## config.mk

```make
export PLATFORM = sky130hd
export DESIGN_NAME = sw_debounce_flat
export DESIGN_NICKNAME = d
export VERILOG_FILES = /design/src/rtl/sw_debounce_if.sv /design/src/rtl/sw_debounce.sv /design/src/flat_wrapper.sv
export SDC_FILE = /design/constraint.sdc
export NUM_CORES = 1
export LEC_CHECK = 0
export ABC_AREA = 1
export CELL_PAD_IN_SITES_DETAIL_PLACEMENT = 0
export CELL_PAD_IN_SITES_GLOBAL_PLACEMENT = 2
export CORE_ASPECT_RATIO = 0.8
export CORE_UTILIZATION = 34
export DETAILED_ROUTE_END_ITERATION = 16
export GPL_TIMING_DRIVEN = 0
export PLACE_DENSITY = 0.76
export SETUP_SLACK_MARGIN = 0.5
export SLEW_MARGIN = 20
export SYNTH_ARGS = -nofsm -noshare
export SYNTH_HDL_FRONTEND = slang
export SYNTH_SLANG_ARGS = --single-unit
```

## constraint.sdc

```tcl
create_clock -name clk_clk -period 2 [get_ports clk_clk]
set_clock_uncertainty 0.05 [all_clocks]
set_input_delay 0.3 -clock clk_clk [delete_from_list [all_inputs] [get_ports clk_clk]]
set_output_delay 0.3 -clock clk_clk [all_outputs]
set_load 0.1 [all_outputs]
```

## src/rtl/sw_debounce_if.sv

```systemverilog
// Switch-conditioning bus: raw pins in, debounced vector, edge strobes and status out.
// sw_valid is a level, not a handshake: once high it stays high until reset, and strobes are only meaningful while it is high.
interface sw_debounce_if #(
    parameter int WIDTH = 10
);
    logic [WIDTH-1:0] sw_raw;
    logic [WIDTH-1:0] sw_export;
    logic [WIDTH-1:0] sw_rise;
    logic [WIDTH-1:0] sw_fall;
    logic             sw_changed;
    logic             sw_valid;
    logic             fsm_state;

    modport master (
        output sw_raw,
        input  sw_export, sw_rise, sw_fall, sw_changed, sw_valid, fsm_state
    );

    modport slave (
        input  sw_raw,
        output sw_export, sw_rise, sw_fall, sw_changed, sw_valid, fsm_state
    );
endinterface

```

## src/rtl/sw_debounce.sv

```systemverilog
// Two-flop synchroniser plus per-channel counting debouncer for slide switches.
// Edge strobes are held off during the post-reset qualification window (INIT).
module sw_debounce #(
    parameter int WIDTH         = 10,
    parameter int STABLE_CYCLES = 500000
) (
    input  logic         clk_clk,
    input  logic         reset_reset,
    sw_debounce_if.slave sw
);
    localparam int CW = $clog2(STABLE_CYCLES);
    localparam int GW = $clog2(STABLE_CYCLES + 4);
    localparam logic [CW-1:0] CNT_LAST  = CW'(STABLE_CYCLES - 1);
    localparam logic [GW-1:0] INIT_LAST = GW'(STABLE_CYCLES + 2);

    typedef enum logic {INIT = 1'b0, RUN = 1'b1} state_t;

    state_t           state;
    logic [GW-1:0]    gcnt;
    logic             valid;
    logic [WIDTH-1:0] s1;
    logic [WIDTH-1:0] s2;
    logic [WIDTH-1:0] stable;
    logic [WIDTH-1:0] stable_next;
    logic [CW-1:0]    cnt [WIDTH];
    logic [WIDTH-1:0] rise;
    logic [WIDTH-1:0] fall;
    logic             changed;

    // A channel flips only when it has disagreed for STABLE_CYCLES consecutive samples.
    always_comb begin
        stable_next = stable;
        for (int i = 0; i < WIDTH; i++) begin
            if ((s2[i] != stable[i]) && (cnt[i] == CNT_LAST)) begin
                stable_next[i] = s2[i];
            end
        end
    end

    always_ff @(posedge clk_clk) begin
        if (reset_reset) begin
            state <= INIT;
            gcnt  <= '0;
            valid <= 1'b0;
        end else begin
            case (state)
                INIT: begin
                    gcnt <= gcnt + GW'(1);
                    if (gcnt == INIT_LAST) begin
                        state <= RUN;
                        valid <= 1'b1;
                    end
                end
                RUN: begin
                    valid <= 1'b1;
                end
                default: begin
                    state <= INIT;
                end
            endcase
        end
    end

    always_ff @(posedge clk_clk) begin
        if (reset_reset) begin
            s1      <= '0;
            s2      <= '0;
            stable  <= '0;
            rise    <= '0;
            fall    <= '0;
            changed <= 1'b0;
            for (int i = 0; i < WIDTH; i++) begin
                cnt[i] <= '0;
            end
        end else begin
            s1     <= sw.sw_raw;
            s2     <= s1;
            stable <= stable_next;
            for (int i = 0; i < WIDTH; i++) begin
                if ((s2[i] == stable[i]) || (cnt[i] == CNT_LAST)) begin
                    cnt[i] <= '0;
                end else begin
                    cnt[i] <= cnt[i] + CW'(1);
                end
            end
            // Strobes share the edge of the stable update, gated by the pre-edge state.
            if (state == RUN) begin
                rise    <= stable_next & ~stable;
                fall    <= ~stable_next & stable;
                changed <= |(stable_next ^ stable);
            end else begin
                rise    <= '0;
                fall    <= '0;
                changed <= 1'b0;
            end
        end
    end

    assign sw.sw_export  = stable;
    assign sw.sw_rise    = rise;
    assign sw.sw_fall    = fall;
    assign sw.sw_changed = changed;
    assign sw.sw_valid   = valid;
    assign sw.fsm_state  = state;
endmodule

```

## src/flat_wrapper.sv

```systemverilog
// flat-port wrapper written by rule: the top's interface ports become plain ports
module sw_debounce_flat 
#(
    parameter int WIDTH         = 10,
    parameter int STABLE_CYCLES = 500000
)
  (clk_clk, reset_reset, sw_sw_raw, sw_sw_export, sw_sw_rise, sw_sw_fall, sw_sw_changed, sw_sw_valid, sw_fsm_state);
  sw_debounce_if #(.WIDTH(WIDTH)) sw_i ();
  input  logic clk_clk;
  input  logic reset_reset;
  input wire logic [$bits(sw_i.sw_raw)-1:0] sw_sw_raw;
  output wire logic [$bits(sw_i.sw_export)-1:0] sw_sw_export;
  output wire logic [$bits(sw_i.sw_rise)-1:0] sw_sw_rise;
  output wire logic [$bits(sw_i.sw_fall)-1:0] sw_sw_fall;
  output wire logic [$bits(sw_i.sw_changed)-1:0] sw_sw_changed;
  output wire logic [$bits(sw_i.sw_valid)-1:0] sw_sw_valid;
  output wire logic [$bits(sw_i.fsm_state)-1:0] sw_fsm_state;
  assign sw_i.sw_raw = sw_sw_raw;
  assign sw_sw_export = sw_i.sw_export;
  assign sw_sw_rise = sw_i.sw_rise;
  assign sw_sw_fall = sw_i.sw_fall;
  assign sw_sw_changed = sw_i.sw_changed;
  assign sw_sw_valid = sw_i.sw_valid;
  assign sw_fsm_state = sw_i.fsm_state;
  sw_debounce #(.WIDTH(WIDTH), .STABLE_CYCLES(STABLE_CYCLES)) u_core (.clk_clk(clk_clk), .reset_reset(reset_reset), .sw(sw_i));
endmodule
```

Word-level counts from Yosys, hierarchy flattened. Memory sizes are Yosys's and may differ from the RTL's. Cells that the tools add are included.

Flip-flop bits (word level): 72. Latch bits: 0. RAM bits: 190. Bits in read-only memories: 0. Output and inout port bits: 33. Memories: 1.

Memories: u_core.cnt (words 10, width 19, read ports 10, clocked after Yosys merged registers in 0, wr ports 10, line sw_debounce.sv:25) `logic [CW-1:0] cnt [WIDTH];`.

$add $sub $neg: 11. $mul: 0. Div/mod/pow operators: 0. $lt $le $gt $ge: 0. Equal/unequal tests: 32. Shifts and indexed selects: 0. Mux-type cells: 96. Bitwise gates (word level): 26. Reductions and logical operators: 22.

Operator list (number): $mux 19 (20); $add 19x1->19 const B (11); $eq 19x19->1 const B (11); $mux 1 (75); $and 10x10->10 (2); $not 10->10 (2); $or 1x1->1 (20); $eq 1x1->1 (10); $logic_and 1x1->1 (10); $logic_or 1x1->1 (10); $ne 1x1->1 (10); $reduce_or 10->1 (1); $xor 10x10->10 (1); $ne 2x1->1 const B (1); $pmux 1 s2 (1); $reduce_or 2->1 (1); $not 1->1 (1).

Longest topological paths before layout.
Depth in word-level cells: 7. Mapped depth: 13.

Worst setup path after synthesis. Ideal clock, no wire load.

Path type: flip-flop to flip-flop. From: register u_core.stable[4], in the netlist u_core.sw.sw_export[4]. To: memory u_core.cnt[4][7] in the netlist's numbering (data pin). Library setup time: 254 ps. Data arrival time: 1710 ps. Required time: 1696 ps. Setup slack: -15 ps. Cell stages (with the launch flop): 7. Buffers on the path: 1. Cell sequence: dfxtp_1 -> inv_1 -> o21ai_0 -> inv_1 -> nand2_2 -> buf_6 -> nor2_1.

RTL lines: start, declared (line sw_debounce.sv:23) `logic [WIDTH-1:0] stable;`; start signal, assigned (line sw_debounce.sv:78) `stable <= stable_next;`; end, declared (line sw_debounce.sv:25).

==> out/qor.yml <==
placed_design:
  hpwl_mm: 26.82
  io_buffers: 44
  dp_cells: 2674
  place_congestion: 0.8002
  place_ws_ps: -380.6
pwr:
  power_density_nw_per_um2: 590.5
  power_leakage_nw: 9.000
  pwr-share-clk: 0.460
  ir_drop_v: 0.0006192
  internal_power_mw: 10.09
  power.switching_mw: 3.296
  swShare: 0.2462
  power_frac_seq: 0.463
  combinationalPowerShare: 0.076
grt:
  gr-usage-met3: 0.03033
  grt_use_total: 0.1819
  use_met1: 0.2706
  antenna_found_initial: 0
  grt_max_degree: 13
  grt-busiest-layer: "met2"
  grt_pass1_wl_mm: 64.89
  grtUsageMet2: 0.2742
  first_global_vias: 12390
  grt.overflow.total: 0
timing:
  min_period_ps: 2031
  hold_viol_final: 0
  finalSetupViolCount: 1
  timing.fmax_mhz: 492.5
  drv_slew: 0
  rsz0062_at_grt: "true"
  hold_slack_ps: 241.4
  setup_ws_ps: -30.62
  fin_crit_sh: 1.015
hold_path:
  hp-start: "sw_sw_raw[4]"
  worst_hold_path.endpoint: "u_core.s1[4]"
  min_path_cells: 3
  hold_class: "in -> reg"
finish:
  layout-drive-gt1-share: 0.3263
  fin_cells: 2984
  n_antenna_cell: 0
  fillers: 4057
  nets: 2442
  area_growth_syn_to_layout_pct: 52.93
worst_setup_path:
  slowest_stage: "edfxtp_1"
  critical_path.most_common_cell: "nand4_1"
  cp_max_fo: 5
  startpoint_type: "flip-flop"
  required_ps: 2360
  endpoint_kind: "flip-flop"
  path_cells: "nor3_4 > nand4_1 > nand2_2 > inv_1 > ha_4 > nand4_1 > o31ai_4 > inv_2"
  cp.arrival_ps: 2390
  reg2reg_to: "u_core.sw.sw_changed"
  r2r_cells: 8
  crit_buf_inv: 2
  r2r-start: "u_core.cnt[9][10]"
  cp_top_family: "simple AND/OR/NAND/NOR gates"
  r2r_slack_ps: -30
  max_stage_delay_ps: 500
  critPathKind: "reg -> reg"
clock_tree:
  h-tree-depth: 2
  cts.sinks: 262
  cts_hold_buffers: 0
  cts_buffers: 34
  clk_pin_slew_worst_paths_ps: 60
  clk_latency_ps: 530
  cts_max_path_buffers: 3
  tritoncts: "built"
  cts_root_buf: "clkbuf_16"
floorplan:
  dieArea_um2: 44440
  start_util: 0.3443
  design.core.area_um2: 43050
  die_x_um: 235.4
  die_h_um: 188.8
  io_pins: 45
  rows: 68
logic_synthesis:
  ys_warn_count: 0
  synth_ff_type: "edfxtp_1"
  synth_seq_area_share: 0.4821
  synth_area_um2: 14820
  synth_top_cell_by_area: "edfxtp_1"
  yosysUniqueCellTypes: 40
  synth_commonest_cells: "nand2_1, nor2_1, inv_1"
  synth_area_leaders: "edfxtp_1, nand2_1, nor2_1"
  syn_inst: 1881
  yosysMostFrequentCell: "nand2_1"
  synth-seq-cells: 262
  synth_edf_count: 190
  syn_area_per_cell_um2: 7.880
  async_reset_ff_frac: 0
  yosysTopAreaCellShare: 0.3849
routing:
  wl_mm: 41.34
  vias: 13390
  first_pass_iters: 5
  ant_nets: 0
  via_per_inst: 4.488
  drc_errors: 0
  wire_per_inst_um: 13.85
  drt_iter0_drc: 593
run_status:
  outcome: "finished with violations"
  violations: "negative setup slack"
run:
  max-cap-violations: 0
worst max-delay path by stage:
stage	start	to	cells past startpoint
after floorplan	u_core.cnt[2][0]	u_core.sw.sw_changed	13
after global placement	u_core.cnt[8][0]	u_core.sw.sw_changed	12
after detailed placement	u_core.cnt[8][0]	u_core.sw.sw_changed	12
after CTS	u_core.cnt[7][11]	u_core.sw.sw_changed	10
after global routing	u_core.cnt[2][10]	u_core.sw.sw_changed	10
final	u_core.cnt[9][10]	u_core.sw.sw_changed	8
area by class of cell:
type                       instances  area [µm²]  area share
buffer                            18       236.5     0.01043
clock buffer                      46        1033     0.04559
clock inverter                    16       82.58    0.003643
inverter                         251       962.2     0.04244
multi-input combinational       1539        9435      0.4162
sequential                       262        7193      0.3173
tap                              560       700.7     0.03091
timing repair buffer             292        3025      0.1335
registers in the layout (all words and copies together) (netlist names):
signal                count
u_core.cnt              190
u_core.gcnt              19
u_core.s1                10
u_core.s2                10
u_core.sw.fsm_state       1
u_core.sw.sw_changed      1
u_core.sw.sw_export      10
u_core.sw.sw_fall        10
u_core.sw.sw_rise        10
u_core.sw.sw_valid        1
stage by stage:
step | area, µm² | util | TNS (ps) | total power, mW
floorplan | 15770 | - | 0 | 6.691
global placement | 16910 | 0.3929 | -16920 | 6.885
detailed placement | 16910 | 0.3929 | -17370 | 6.890
CTS | 20940 | 0.4863 | -23.69 | 13.44
global route | 22670 | 0.5266 | -111.5 | 13.96
finish | 22670 | 0.5266 | -30.62 | 13.39
tightest hold or removal path, stage by stage:
cell	delay (ps)
clkdlybuf4s50_1	390
inv_1	50
nor2_1	30
routing by layer:
layer  part of all wire  routed length (µm)
met1               0.51               21110
met2               0.44               18160
met3              0.037                1519
met4              0.013                 546
met5                  0                   0
cells by family (layout without fill, tap and decap cells):
logic type / count (synthesis) / in the layout / share of synthesized area
compound gates: 116 / 116 / 0.04085
xor+xnor: 77 / 77 / 0.04550
fa+ha+maj: 32 / 32 / 0.02701
buf+inv: 269 / 623 / 0.07335
flops: 262 / 262 / 0.4821
other cells: 1 / 190 / 0.0002530
simple gates: 1124 / 1124 / 0.3309
cells in the final DEF, fill, tap and decap left out, types with 65 or more instances in the layout:
master and instances:
buf_4 161, buf_6 87, conb_1 190, edfxtp_1 190, inv_1 204, nand2_1 396, nand3_1 92, nor2_1 251
nor2_2 65, nor2_4 104
repair_timing:
action                                  CTS  global route
endpoints found under the setup margin  278           264
buffers inserted                        162            76
cloned                                   10             0
pin swaps                               114            94
resized for setup                       574           303
power groups by stage:
stage | registers (mW) | clock network (mW) | logic [mW]
2_1_floorplan | 6.27 | 0 | 0.422
3_3_place_gp | 6.34 | 0 | 0.545
3_5_place_dp | 6.34 | 0 | 0.547
4_1_cts | 6.20 | 6.40 | 0.836
5_1_grt | 6.23 | 6.60 | 1.14
6_report | 6.20 | 6.16 | 1.02
Note: power is estimated with default switching activity, not from simulation.
